$ cat src/rtl/lsu_mem_ctrl.sv
// Load/store bus controller: turns one core access into a single req/ack word
// transaction with byte enables, lane-replicated store data and aligned load data.
module lsu_mem_ctrl #(
    parameter int TIMEOUT_CYCLES = 16,
    parameter int ADDR_W         = 32
) (
    input  logic              clk,
    input  logic              rst,
    input  logic              core_valid,
    input  logic              core_we,
    input  logic [2:0]        core_funct3,
    input  logic [ADDR_W-1:0] core_addr,
    input  logic [31:0]       core_wdata,
    output logic              core_stall,
    output logic              core_done,
    output logic [31:0]       core_rdata,
    output logic              core_misalign,
    output logic              core_fault,
    output logic              mem_req,
    output logic              mem_we,
    output logic [ADDR_W-1:0] mem_addr,
    output logic [3:0]        mem_be,
    output logic [31:0]       mem_wdata,
    input  logic              mem_ack,
    input  logic [31:0]       mem_rdata
);

    localparam int               CNT_W    = (TIMEOUT_CYCLES > 1) ? $clog2(TIMEOUT_CYCLES) : 1;
    localparam logic [CNT_W-1:0] CNT_LAST = CNT_W'(TIMEOUT_CYCLES - 1);

    typedef enum logic [1:0] {
        S_IDLE,
        S_REQ,
        S_DONE
    } state_e;

    state_e              state_q;
    logic                we_q;
    logic [1:0]          off_q;
    logic [CNT_W-1:0]    cnt_q;
    logic                done_q;
    logic                misalign_q;
    logic                fault_q;
    logic [31:0]         rdata_q;
    logic                mem_req_q;
    logic                mem_we_q;
    logic [ADDR_W-1:0]   mem_addr_q;
    logic [3:0]          mem_be_q;
    logic [31:0]         mem_wdata_q;

    // Access decode of the live core request, consumed only in IDLE.
    logic        acc_misalign;
    logic [3:0]  acc_be;
    logic [31:0] acc_wdata;

    always_comb begin
        acc_misalign = 1'b0;
        acc_be       = 4'b1111;
        acc_wdata    = core_wdata;
        case (core_funct3[1:0])
            2'b00: begin
                acc_be    = 4'b0001 << core_addr[1:0];
                acc_wdata = {4{core_wdata[7:0]}};
            end
            2'b01: begin
                acc_be       = 4'b0011 << core_addr[1:0];
                acc_wdata    = {2{core_wdata[15:0]}};
                acc_misalign = core_addr[0];
            end
            2'b10: begin
                acc_misalign = (core_addr[1:0] != 2'b00);
            end
            default: begin
                acc_misalign = 1'b1;
            end
        endcase
        // Unsigned variants exist only for loads, and 110 is never legal.
        if (core_funct3 == 3'b110 || (core_we && core_funct3[2])) begin
            acc_misalign = 1'b1;
        end
        if (!core_we) begin
            acc_be = 4'b1111;
        end
    end

    always_ff @(posedge clk or posedge rst) begin
        if (rst) begin
            state_q     <= S_IDLE;
            we_q        <= 1'b0;
            off_q       <= 2'b00;
            cnt_q       <= '0;
            done_q      <= 1'b0;
            misalign_q  <= 1'b0;
            fault_q     <= 1'b0;
            rdata_q     <= 32'h0;
            mem_req_q   <= 1'b0;
            mem_we_q    <= 1'b0;
            mem_addr_q  <= '0;
            mem_be_q    <= 4'b0000;
            mem_wdata_q <= 32'h0;
        end else begin
            done_q     <= 1'b0;
            misalign_q <= 1'b0;
            fault_q    <= 1'b0;
            case (state_q)
                S_IDLE: begin
                    if (core_valid) begin
                        we_q        <= core_we;
                        off_q       <= core_addr[1:0];
                        mem_addr_q  <= {core_addr[ADDR_W-1:2], 2'b00};
                        mem_be_q    <= acc_be;
                        mem_wdata_q <= acc_wdata;
                        cnt_q       <= '0;
                        if (acc_misalign) begin
                            state_q    <= S_DONE;
                            done_q     <= 1'b1;
                            misalign_q <= 1'b1;
                        end else begin
                            state_q   <= S_REQ;
                            mem_req_q <= 1'b1;
                            mem_we_q  <= core_we;
                        end
                    end
                end
                S_REQ: begin
                    // An ack in the final counted cycle still completes cleanly.
                    if (mem_ack) begin
                        state_q   <= S_DONE;
                        done_q    <= 1'b1;
                        mem_req_q <= 1'b0;
                        mem_we_q  <= 1'b0;
                        if (!we_q) begin
                            rdata_q <= mem_rdata >> {off_q, 3'b000};
                        end
                    end else if (cnt_q == CNT_LAST) begin
                        state_q   <= S_DONE;
                        done_q    <= 1'b1;
                        fault_q   <= 1'b1;
                        mem_req_q <= 1'b0;
                        mem_we_q  <= 1'b0;
                    end else begin
                        cnt_q <= cnt_q + CNT_W'(1);
                    end
                end
                S_DONE: begin
                    state_q <= S_IDLE;
                end
                default: begin
                    state_q <= S_IDLE;
                end
            endcase
        end
    end

    // Stall is combinational in IDLE so the core freezes in the request cycle itself.
    assign core_stall    = !rst && ((state_q == S_IDLE && core_valid) || state_q == S_REQ);
    assign core_done     = done_q;
    assign core_rdata    = rdata_q;
    assign core_misalign = misalign_q;
    assign core_fault    = fault_q;
    assign mem_req       = mem_req_q;
    assign mem_we        = mem_we_q;
    assign mem_addr      = mem_addr_q;
    assign mem_be        = mem_be_q;
    assign mem_wdata     = mem_wdata_q;

endmodule

$ cat config.mk
export PLATFORM = sky130hd
export DESIGN_NAME = lsu_mem_ctrl
export DESIGN_NICKNAME = d
export VERILOG_FILES = /design/src/rtl/lsu_mem_ctrl.sv
export SDC_FILE = /design/constraint.sdc
export NUM_CORES = 1
export LEC_CHECK = 0
export CORE_ASPECT_RATIO = 2
export CORE_UTILIZATION = 47
export CTS_CLUSTER_DIAMETER = 60
export DETAILED_ROUTE_END_ITERATION = 16
export PLACE_DENSITY = 0.92
export SLEW_MARGIN = 20
export SYNTH_ARGS = -nofsm -noshare
export SYNTH_HDL_FRONTEND = slang
export SYNTH_SLANG_ARGS = --single-unit
$ cat constraint.sdc
create_clock -name clk -period 9.5 [get_ports clk]
set_input_delay 0.95 -clock clk [delete_from_list [all_inputs] [get_ports clk]]
set_output_delay 0.95 -clock clk [all_outputs]
set_load 0.05 [all_outputs]
# After elaboration in Yosys (flattened, before gate mapping)
# Cells that the tools add are included.
word_totals:
  register_bits: 112
  input_bits: 104
  elab_cells: 73
op_classes:
  addsub: 1
  eq_ne: 10
  shift: 3
  n_mux: 30
  bitwise_logic: 1
  reduce_logical: 15
op_table:
  columns: ["cell", "count"]
  rows:
  - ["32-bit case mux with 2 select lines", 1]
  - ["32-bit by 5-bit >> shifter with 32-bit output", 1]
  - ["4-bit two-way mux", 4]
  - ["4-bit case mux with 2 select lines", 2]
  - ["1-bit two-way mux", 14]
  - ["2-bit two-way mux", 4]
  - ["2-bit != test (second input constant)", 4]
  - ["4-bit AND reduction", 2]
  - ["1-bit case mux with 2 select lines", 3]
  - ["4-bit by 1-bit adder with 4-bit output (second input constant)", 1]
  - ["2-bit by 1-bit equality test with 1-bit output (second input constant)", 2]
  - ["4-bit equality test (second input constant)", 1]
  - ["2-bit zero test", 2]
  - ["2-bit case mux with 2 select lines", 1]
  - ["2-bit AND reduction", 2]
  - ["2-bit nonzero test", 2]
  - ["1-bit by 2-bit left shift with 4-bit output (first input constant)", 1]
  - ["2-bit by 2-bit left shift with 4-bit output (first input constant)", 1]
  - ["3-bit equality test (second input constant)", 1]
  - ["1-bit logical AND", 3]
  - ["3-bit != test (second input constant)", 1]
  - ["1-bit case mux with 3 select lines", 1]
  - ["3-bit AND reduction", 1]
  - ["2-bit equality test (second input constant)", 1]
  - ["other kinds (3)", 4]

# Depth between registers and ports, before layout
# Gate-level depths: netlist (run 1).
logic_depth:
  ltp_word: 6
  depth_mapped: 7
  depth_no_buf: 5

# Worst setup path after synthesis (run 1)
# OpenSTA, ideal clock, no wires.
synth_timing:
  path_kind: "input to output"
  start: "input port core_valid"
  end: "output port core_stall"
  arrival_time_ps: 1681
  required_time_ps: 8550
  path_slack_ps: 6869
  path_stages: 2
  path_buffers: 0
  path_cell_list: "o21bai_1 > nor2_1"
synth_between:
  elab_chain_len: 3
synth_rtl:
  columns: ["element", "line", "text"]
  rows:
  - ["start: declaration", "9", "input logic core_valid,"]
  - ["1-bit logical AND", "156", "assign core_stall = !rst && ((state_q == S_IDLE && core_valid) || state_q == S_REQ);"]
  - ["1-bit logical OR", "156", null]
  - ["1-bit logical AND", "156", null]
  - ["end: declaration", "14", "output logic core_stall,"]
# No other way between the ends.

# Worst setup path after layout (run 1)
# Same ends and word-level chain as after synthesis.

==> reports/metrics.cfg, run 1 <==
[drt]
routedWlPerCell_um = 16.83
firstDrtPassIters = 4
antenna_left = 0
routed_wl_um = 14730
vias_per_cell = 5.239
dr.first_iter.drc_count = 241
drc = 0
dr_total_vias = 4584

[global_route]
grt_pass1_wl_um = 22430
grt_pass1_vias = 4705
grt_max_degree = 100
antenna_found_initial = 0
gr-total-overflow = 0
grtUsageTotal_pct = 26.83

[synth]
synth_warnings = 0
ys_seq_area_share_pct = 54.74
synth_seq_cells = 112
synth_flop_cell = dfrtp_1
synth.top_cell.area_share_pct = 54.74
synth_area_um2 = 5120
synth-edff-count = 0
yosysTopAreaCell = dfrtp_1
synth_top_family_by_area = simple AND/OR/NAND/NOR gates
synth.distinct_cells = 42
synthXorXnorAreaFrac_pct = 0.1711
synth-simple-area-share_pct = 18.67
synthMuxAreaShare_pct = 10.31
synthAdderAreaFrac_pct = 0.2444
synth.top_cells.by_area = dfrtp_1 (55%), nand2_1 (14%), mux2i_1 (8.4%)
async_flop_share_pct = 100.0
syn_avg_cell_area_um2 = 9.360
synth_compound_area_share_pct = 11.68
synthCells = 547

[sta]
period_needed_ns = 3.520
finalCritPeriodShare_pct = 37.06
grt_setup_unrepaired = false
tightest_slew_ns = 0.8527
clock_skew_ns = 0.005811
fmaxAchievable_mhz = 284.1
fin_tns_setup_ns = 0
hold_viol_final = 0
final_max_slew_viol_count = 0
slew_headroom_pct = 43.15
setup_viol = 0

[setup_path]
critPathArrivalTime_ns = 2.57
crit_type = in -> out
cp_max_fo = 5
startpoint = core_valid
r2r-start = state_q[0]
cpMostUsedCell = clkdlybuf4s50_1
worstSetupStartpointType = primary input
end_kind = output pin
required_ns = 8.55
crit_slowest_cell = clkdlybuf4s50_1
cp_cell_sequence = clkdlybuf4s50_1, o21bai_1, nor2_1, clkdlybuf4s50_1
max_stage_delay_ns = 0.81

[flow_run]
maxCapViolCount = 0

[floorplanning]
ioPinCount = 210
placementRows = 53
die_area_um2 = 11340
die_x_um = 75.80
start_util_pct = 48.56
core-area_um2 = 10540
fp.dieH_um = 149.6

[clock_tree]
clock-sinks = 112
root_buffer = clkbuf_16
path_clk_slew_ns = 0.07
clock_latency_ns = 0.35
postCtsHoldBufs = 0
numCtsBuffers = 9
cts_tree = done
h-tree-depth = 3
ctsResizeCount = 0
cts_setup_buffers = 0
clk_path_buf_depth = 2

[power]
ir_worst_vdd_mv = 0.1712
power.leakage_nw = 3.443
finalPower_w = 0.002353
power.density_nw_per_um2 = 309.8

[placement]
placedCellCount = 858
dp_hpwl_um = 11130
place.gp.congestion = 0.8173
port_buffers = 207

[layout]
drive_gt1_share_pct = 4.878
nFillCells = 739
num_antenna_cells = 0
area_delta_synth_final_pct = 48.34
final-seq-area_um2 = 2803
final_common_cell = clkdlybuf4s50_1
final_util_pct = 72.03
nets = 838
layout.cells.non_filler = 875
final_cell_mix = clkdlybuf4s50_1 (206), nand2_1 (186), dfrtp_1 (112)
multi_input_area_um2 = 2120

[status]
status = finished clean

[worst_hold_path]
hp-start = mem_be[2]
hp-class = reg -> reg

-- power breakdown --
part | internal (W) | total [W] | switching, W
Sequential | 0.000629 | 0.000717 | 0.0000883
Clock | 0.000261 | 0.000435 | 0.000174
Combinational | 0.000395 | 0.00120 | 0.000805
Total | 0.00129 | 0.00235 | 0.00107
-- critical path, delay by kind of cell --
kind            cells  cell delay (ns)
compound gates      1             0.14
buf+inv             2             1.36
simple gates        1             0.12
-- cell families (layout without fill, tap and decap cells) --
logic type / Yosys count / in the layout
simple gates: 233 / 233
compound gates: 104 / 104
other cells: 1 / 2
xor+xnor: 1 / 1
mux: 51 / 51
fa+ha+maj: 1 / 1
flops: 112 / 112
buf+inv: 44 / 234
-- per-layer routing --
| metal | global-route usage (%) | wire length, um | share of wire, % | vias to the layer above |
|---|---|---|---|---|
| met5 | 0 | 0 | 0 | - |
| met4 | 16.67 | 733 | 5.0 | 0 |
| met3 | 7.542 | 1160 | 7.9 | 42 |
| met2 | 47.52 | 7875 | 53 | 193 |
| met1 | 26.00 | 4960 | 34 | 2152 |
| li1 | - | - | - | 2197 |
-- registers in the layout (all words and copies together), names as in the netlist --
signal,flops
mem_req,1
off_q,2
mem_be,4
mem_addr,30
cnt_q,4
mem_wdata,32
core_fault,1
we_q,1
state_q,2
mem_we,1
core_rdata,32
core_done,1
core_misalign,1
-- layout make-up --
class / count / share of cell area (%)
clock buffers: 9 / 2.965
clock inverters: 7 / 1.664
inverters: 6 / 0.3295
multi-input cells: 392 / 27.91
flip-flops and latches: 112 / 36.90
well taps: 137 / 2.257
repair buffers: 212 / 27.97
-- cell usage after synthesis, types with 2 or more instances --
cell type  number
a211oi_1        8
mux2_4          2
dfrtp_1       112
clkbuf_1       21
nand3_1         2
mux2_2          6
nor4_1          3
buf_4           2
buf_2          12
nor3_1          2
mux2i_1        43
nand2_1       186
a21oi_1        28
inv_1           6
nor2_1         22
o31ai_1         8
buf_6           3
nor2b_1         9
o21ai_0        49
-- stage by stage --
step / setup WS, ns / hold WS (ns) / instance area [um^2]
6_report: 5.980 / 0.4686 / 7595
5_1_grt: 5.876 / 0.4997 / 7595
3_5_place_dp: 5.990 / 0.4622 / 7221
2_1_floorplan: 5.591 / 0.4468 / 5124
4_1_cts: 5.989 / 0.4776 / 7572
3_3_place_gp: 5.996 / 0.4541 / 7221
-- final timing paths --
check | endpoint | slack (ns) | cells past startpoint
min in group asynchronous | mem_req | 1.03 | 2
max reg2reg | mem_be[1] | 7.57 | 4
min | mem_be[2] | 0.47 | 2
max in group asynchronous | mem_addr[7] | 7.21 | 3
min reg2reg | mem_be[2] | 0.47 | 2
max | core_stall | 5.98 | 4
Power figures use the tool's default switching activity.
==> run 2, diff against run 1 <==
- CORE_UTILIZATION: 47 -> 39
- PLACE_DENSITY: 0.92 -> 0.82
- clock period: 9.5 -> 3.1 ns (I/O delays scaled with it)
==> run 2 against run 1 <==
  * Critical path depth is 1 lower
  * Critical path type is now reg -> out
  * Combinational power grew to 3.0 times the previous value
  * Total power grew to 3.0 times the previous value
  * Sequential share of layout area about the same
  * Worst setup slack lost 5.3 ns
  * Via count is essentially flat
  * Register-to-register slack lost 6.5 ns
  * Highest routed layer unchanged
  * First-iteration DRC count shrank 34%
  * Sequential power rose to 3.1 times the previous value
==> reports/metrics.cfg, run 2 (same netlist as run 1, synthesis figures left out) <==
[sta]
finalCritPeriodShare_pct = 77.93
period_needed_ns = 2.416
final_max_slew_viol_count = 0
grt_setup_unrepaired = false
clock_skew_ns = 0.01135
setup_viol = 0
fin_tns_setup_ns = 0
fmaxAchievable_mhz = 413.9
tightest_slew_ns = 0.9158
hold_viol_final = 0
slew_headroom_pct = 38.95

[floorplanning]
core-area_um2 = 12700
die_x_um = 83.02
ioPinCount = 210
start_util_pct = 40.32
fp.dieH_um = 164.0
die_area_um2 = 13620
placementRows = 58

[power]
finalPower_w = 0.007027
ir_worst_vdd_mv = 0.6799
power.leakage_nw = 3.436
power.density_nw_per_um2 = 925.8

[clock_tree]
cts_setup_buffers = 0
numCtsBuffers = 9
h-tree-depth = 3
clock-sinks = 112
ctsResizeCount = 0
root_buffer = clkbuf_16
postCtsHoldBufs = 0
clk_path_buf_depth = 2
path_clk_slew_ns = 0.08
clock_latency_ns = 0.34
cts_tree = done

[drt]
drc = 0
vias_per_cell = 5.141
routedWlPerCell_um = 16.70
antenna_left = 0
firstDrtPassIters = 4
routed_wl_um = 14890
dr_total_vias = 4586
dr.first_iter.drc_count = 160

[global_route]
grtUsageTotal_pct = 22.26
grt_pass1_wl_um = 23950
grt_pass1_vias = 4692
grt_max_degree = 100
gr-total-overflow = 0
antenna_found_initial = 0

[setup_path]
startpoint = state_q[0]
critPathArrivalTime_ns = 2.11
cp_cell_sequence = o21bai_1, nor2_1, clkdlybuf4s50_1
end_kind = output pin
crit_type = reg -> out
worstSetupStartpointType = flip-flop
crit_buf_inv = 1
max_stage_delay_ns = 0.81
cp_max_fo = 10
required_ns = 2.79
crit_slowest_cell = clkdlybuf4s50_1
r2r-start = off_q[0]
worst_path_dominant_cell_family = buffers and inverters

[layout]
final_common_cell = clkdlybuf4s50_1
drive_gt1_share_pct = 5.256
final_cell_mix = clkdlybuf4s50_1 (207), nand2_1 (186), dfrtp_1 (112)
num_antenna_cells = 0
nets = 842
area_delta_synth_final_pct = 48.24

[flow_run]
maxCapViolCount = 0

[placement]
port_buffers = 207
place.gp.congestion = 0.8819
dp_hpwl_um = 11290

[worst_hold_path]
hp-start = mem_be[2]
hp-class = reg -> reg

[status]
status = finished clean

run 2: cell types whose count changed in the layout (fill, tap and decap cells not counted):
cell	delta
clkdlybuf4s50_1	+1
clkbuf_8	+3
buf_12	+1
inv_8	-1
clkinv_4	+1
inv_4	-1
buf_16	-1
buf_2	-1
inv_6	+1
buf_4	+4
bufinv_16	-3
run 2: stage by stage:
| stage | util [%] | std cells | area (um^2) | worst slack (ns) | hold WS [ns] |
|---|---|---|---|---|---|
| after floorplan | - | 548 | 5127 | 1.433 | 0.4154 |
| after global placement | 57.23 | 875 | 7268 | 0.8590 | 0.4598 |
| after detailed placement | 57.23 | 875 | 7268 | 0.7470 | 0.4548 |
| after CTS | 59.61 | 891 | 7570 | 0.6699 | 0.4704 |
| after global routing | 59.76 | 892 | 7590 | 0.6345 | 0.4922 |
| final | 59.76 | 892 | 7590 | 0.6841 | 0.4648 |
run 2: layer usage:
metal / global-route usage, % / vias to the layer above / part of all wire [%]
li1: - / 2198 / -
met1: 23.74 / 2177 / 36
met2: 41.17 / 171 / 54
met3: 3.417 / 40 / 4.1
met4: 12.93 / 0 / 5.3
met5: 0 / - / 0
run 2: power by group:
part	internal (W)	switching, W	leakage [nW]
Sequential	0.00193	0.000324	1.40
Clock	0.000621	0.000538	0.150
Combinational	0.00122	0.00240	1.89
run 2: layout make-up:
class                      instances  area, um^2
timing repair buffer             216        2152
inverter                           6       26.28
clock inverter                     4       35.03
fill                            1083        5110
clock buffer                      12       266.5
tap                              150       187.7
multi-input combinational        392        2120
sequential                       112        2803
run 2: final timing paths:
check	end	cells past startpoint	slack (ns)
worst min register to register	mem_be[2]	2	0.46
max in group asynchronous	mem_addr[10]	3	1.83
worst min-delay path	mem_be[2]	2	0.46
worst max register to register	core_rdata[0]	4	1.06
min in group asynchronous	state_q[1]	3	0.50
worst max-delay path	core_stall	3	0.68
run 2: tightest hold or removal path: stages, from the launching register on:
cell	delay, ns
dfrtp_1	0.34
nand2_1	0.05
nand2_1	0.05
==> run 3, diff against run 2 <==
- CORE_UTILIZATION: 39 -> 43
- PLACE_DENSITY: 0.82 -> 0.85
- clock period: 3.1 -> 2.3 ns (I/O delays scaled with it)
==> run 3 against run 2 <==
  * Combinational power rose by 37%
  * Largest cell class unchanged
  * Cell count is 0.45% lower
  * Cell area about the same
  * Worst setup slack got worse by 0.20 ns
  * Non-clock buffer count rose by 1
  * Hold slack got worse by 0.25 ns
==> reports/metrics.cfg, run 3 (same netlist as run 1, synthesis figures left out) <==
[floorplanning]
ioPinCount = 210
core-area_um2 = 11630
fp.dieH_um = 156.3
die_area_um2 = 12370
placementRows = 56
die_x_um = 79.16
start_util_pct = 44.02

[power]
p_sw_w = 0.004422
power.density_nw_per_um2 = 1242
p_sw_share_pct = 46.88
ir_worst_vdd_mv = 0.8325
power.leakage_nw = 3.441
seq_power_share_pct = 31.9
combinationalPowerShare_pct = 52.5
clkPwrFrac_pct = 15.6
p_int_w = 0.005010

[clock_tree]
ctsResizeCount = 0
h-tree-depth = 3
root_buffer = clkbuf_16
clock_latency_ns = 0.34
postCtsHoldBufs = 0
cts_setup_buffers = 0
path_clk_slew_ns = 0.07
cts_tree = done
clk_path_buf_depth = 2
clock-sinks = 112
numCtsBuffers = 9

[setup_path]
worstRegToRegCells = 3
crit_type = reg -> out
worstSetupStartpointType = flip-flop
critPathArrivalTime_ns = 1.59
crit_slowest_cell = clkdlybuf4s50_1
required_ns = 2.07
end_kind = output pin
worstSetupPathDepth = 1
r2r-end = core_rdata[0]
worst_path_dominant_cell_family = buffers and inverters
max_stage_delay_ns = 0.83
crit_buf_inv = 1
r2r-start = state_q[0]
cp_cell_sequence = clkdlybuf4s50_1
cp_max_fo = 2
regToRegSetupSlack_ns = 0.48

[placement]
place.gp.congestion = 0.9040
dp_hpwl_um = 11700
placedCellCount = 872
port_buffers = 207

[sta]
slew_headroom_pct = 57.59
fmaxAchievable_mhz = 549.9
clock_skew_ns = 0.01476
tightest_slew_ns = 0.6348
setup_viol = 0
grt_setup_unrepaired = false
period_needed_ns = 1.819
hold_ws_ns = 0.2140
finalCritPeriodShare_pct = 79.07
final_max_slew_viol_count = 0
hold_viol_final = 0
fin_tns_setup_ns = 0

[drt]
routed_wl_um = 15370
drc = 0
antenna_left = 0
vias_per_cell = 5.152
firstDrtPassIters = 4
dr.first_iter.drc_count = 329
routedWlPerCell_um = 17.30
dr_total_vias = 4575

[layout]
nFillCells = 939
nets = 843
drive_gt1_share_pct = 5.518
area_delta_synth_final_pct = 48.34
final_common_cell = clkdlybuf4s50_1
final_cell_mix = clkdlybuf4s50_1 (206), nand2_1 (186), dfrtp_1 (112)
layout.cells.non_filler = 888
num_antenna_cells = 0

[worst_hold_path]
hp-class = in -> async

[global_route]
gr-total-overflow = 0
grt_max_degree = 107
grt_pass1_vias = 4732
grtUsageTotal_pct = 25.27
grt_pass1_wl_um = 23860
antenna_found_initial = 0

[status]
status = finished clean

[flow_run]
maxCapViolCount = 0

run 3: power by group through the flow:
| stage | registers (W) | clock network, W | logic (W) |
|---|---|---|---|
| 2_1_floorplan | 0.00509 | 0 | 0.00104 |
| 3_3_place_gp | 0.00301 | 0 | 0.00489 |
| 3_5_place_dp | 0.00304 | 0 | 0.00497 |
| 4_1_cts | 0.00301 | 0.00151 | 0.00498 |
| 5_1_grt | 0.00308 | 0.00158 | 0.00520 |
| 6_report | 0.00301 | 0.00148 | 0.00495 |
run 3: layout make-up:
cell class / instances / area [um^2] / area share (%)
well taps: 145 / 181.4 / 2.389
inverters: 6 / 26.28 / 0.3460
flip-flops and latches: 112 / 2803 / 36.90
clock buffers: 10 / 239.0 / 3.147
repair buffers: 217 / 2182 / 28.73
multi-input cells: 392 / 2120 / 27.91
clock inverters: 6 / 43.79 / 0.5766
run 3: how the worst max path moves through the flow:
| stage | startpoint | to | slack, ns |
|---|---|---|---|
| 4_1_cts | core_rdata[23] | core_rdata[23] | 0.46 |
| 6_report | core_rdata[23] | core_rdata[23] | 0.48 |
| 5_1_grt | state_q[0] | mem_wdata[19] | 0.37 |
| 3_5_place_dp | core_valid | mem_wdata[27] | 0.29 |
| 2_1_floorplan | state_q[1] | core_rdata[0] | 0.66 |
| 3_3_place_gp | core_valid | mem_be[1] | 0.34 |
run 3: per-layer routing:
metal	vias up	GRT usage (%)	routed length, um
li1	2190	-	-
met1	2151	25.87	5355
met2	202	47.45	8376
met3	32	6.064	1140
met4	0	10.65	493
met5	-	0	0
run 3: through the flow:
stage	setup slack (ns)	power [W]	cell area [um^2]	utilization, %
2_1_floorplan	0.6615	0.006135	5127	-
3_3_place_gp	0.3414	0.007893	7312	62.87
3_5_place_dp	0.2930	0.008011	7312	62.87
4_1_cts	0.4559	0.009492	7595	65.30
5_1_grt	0.3695	0.009866	7595	65.30
6_report	0.4814	0.009431	7595	65.30
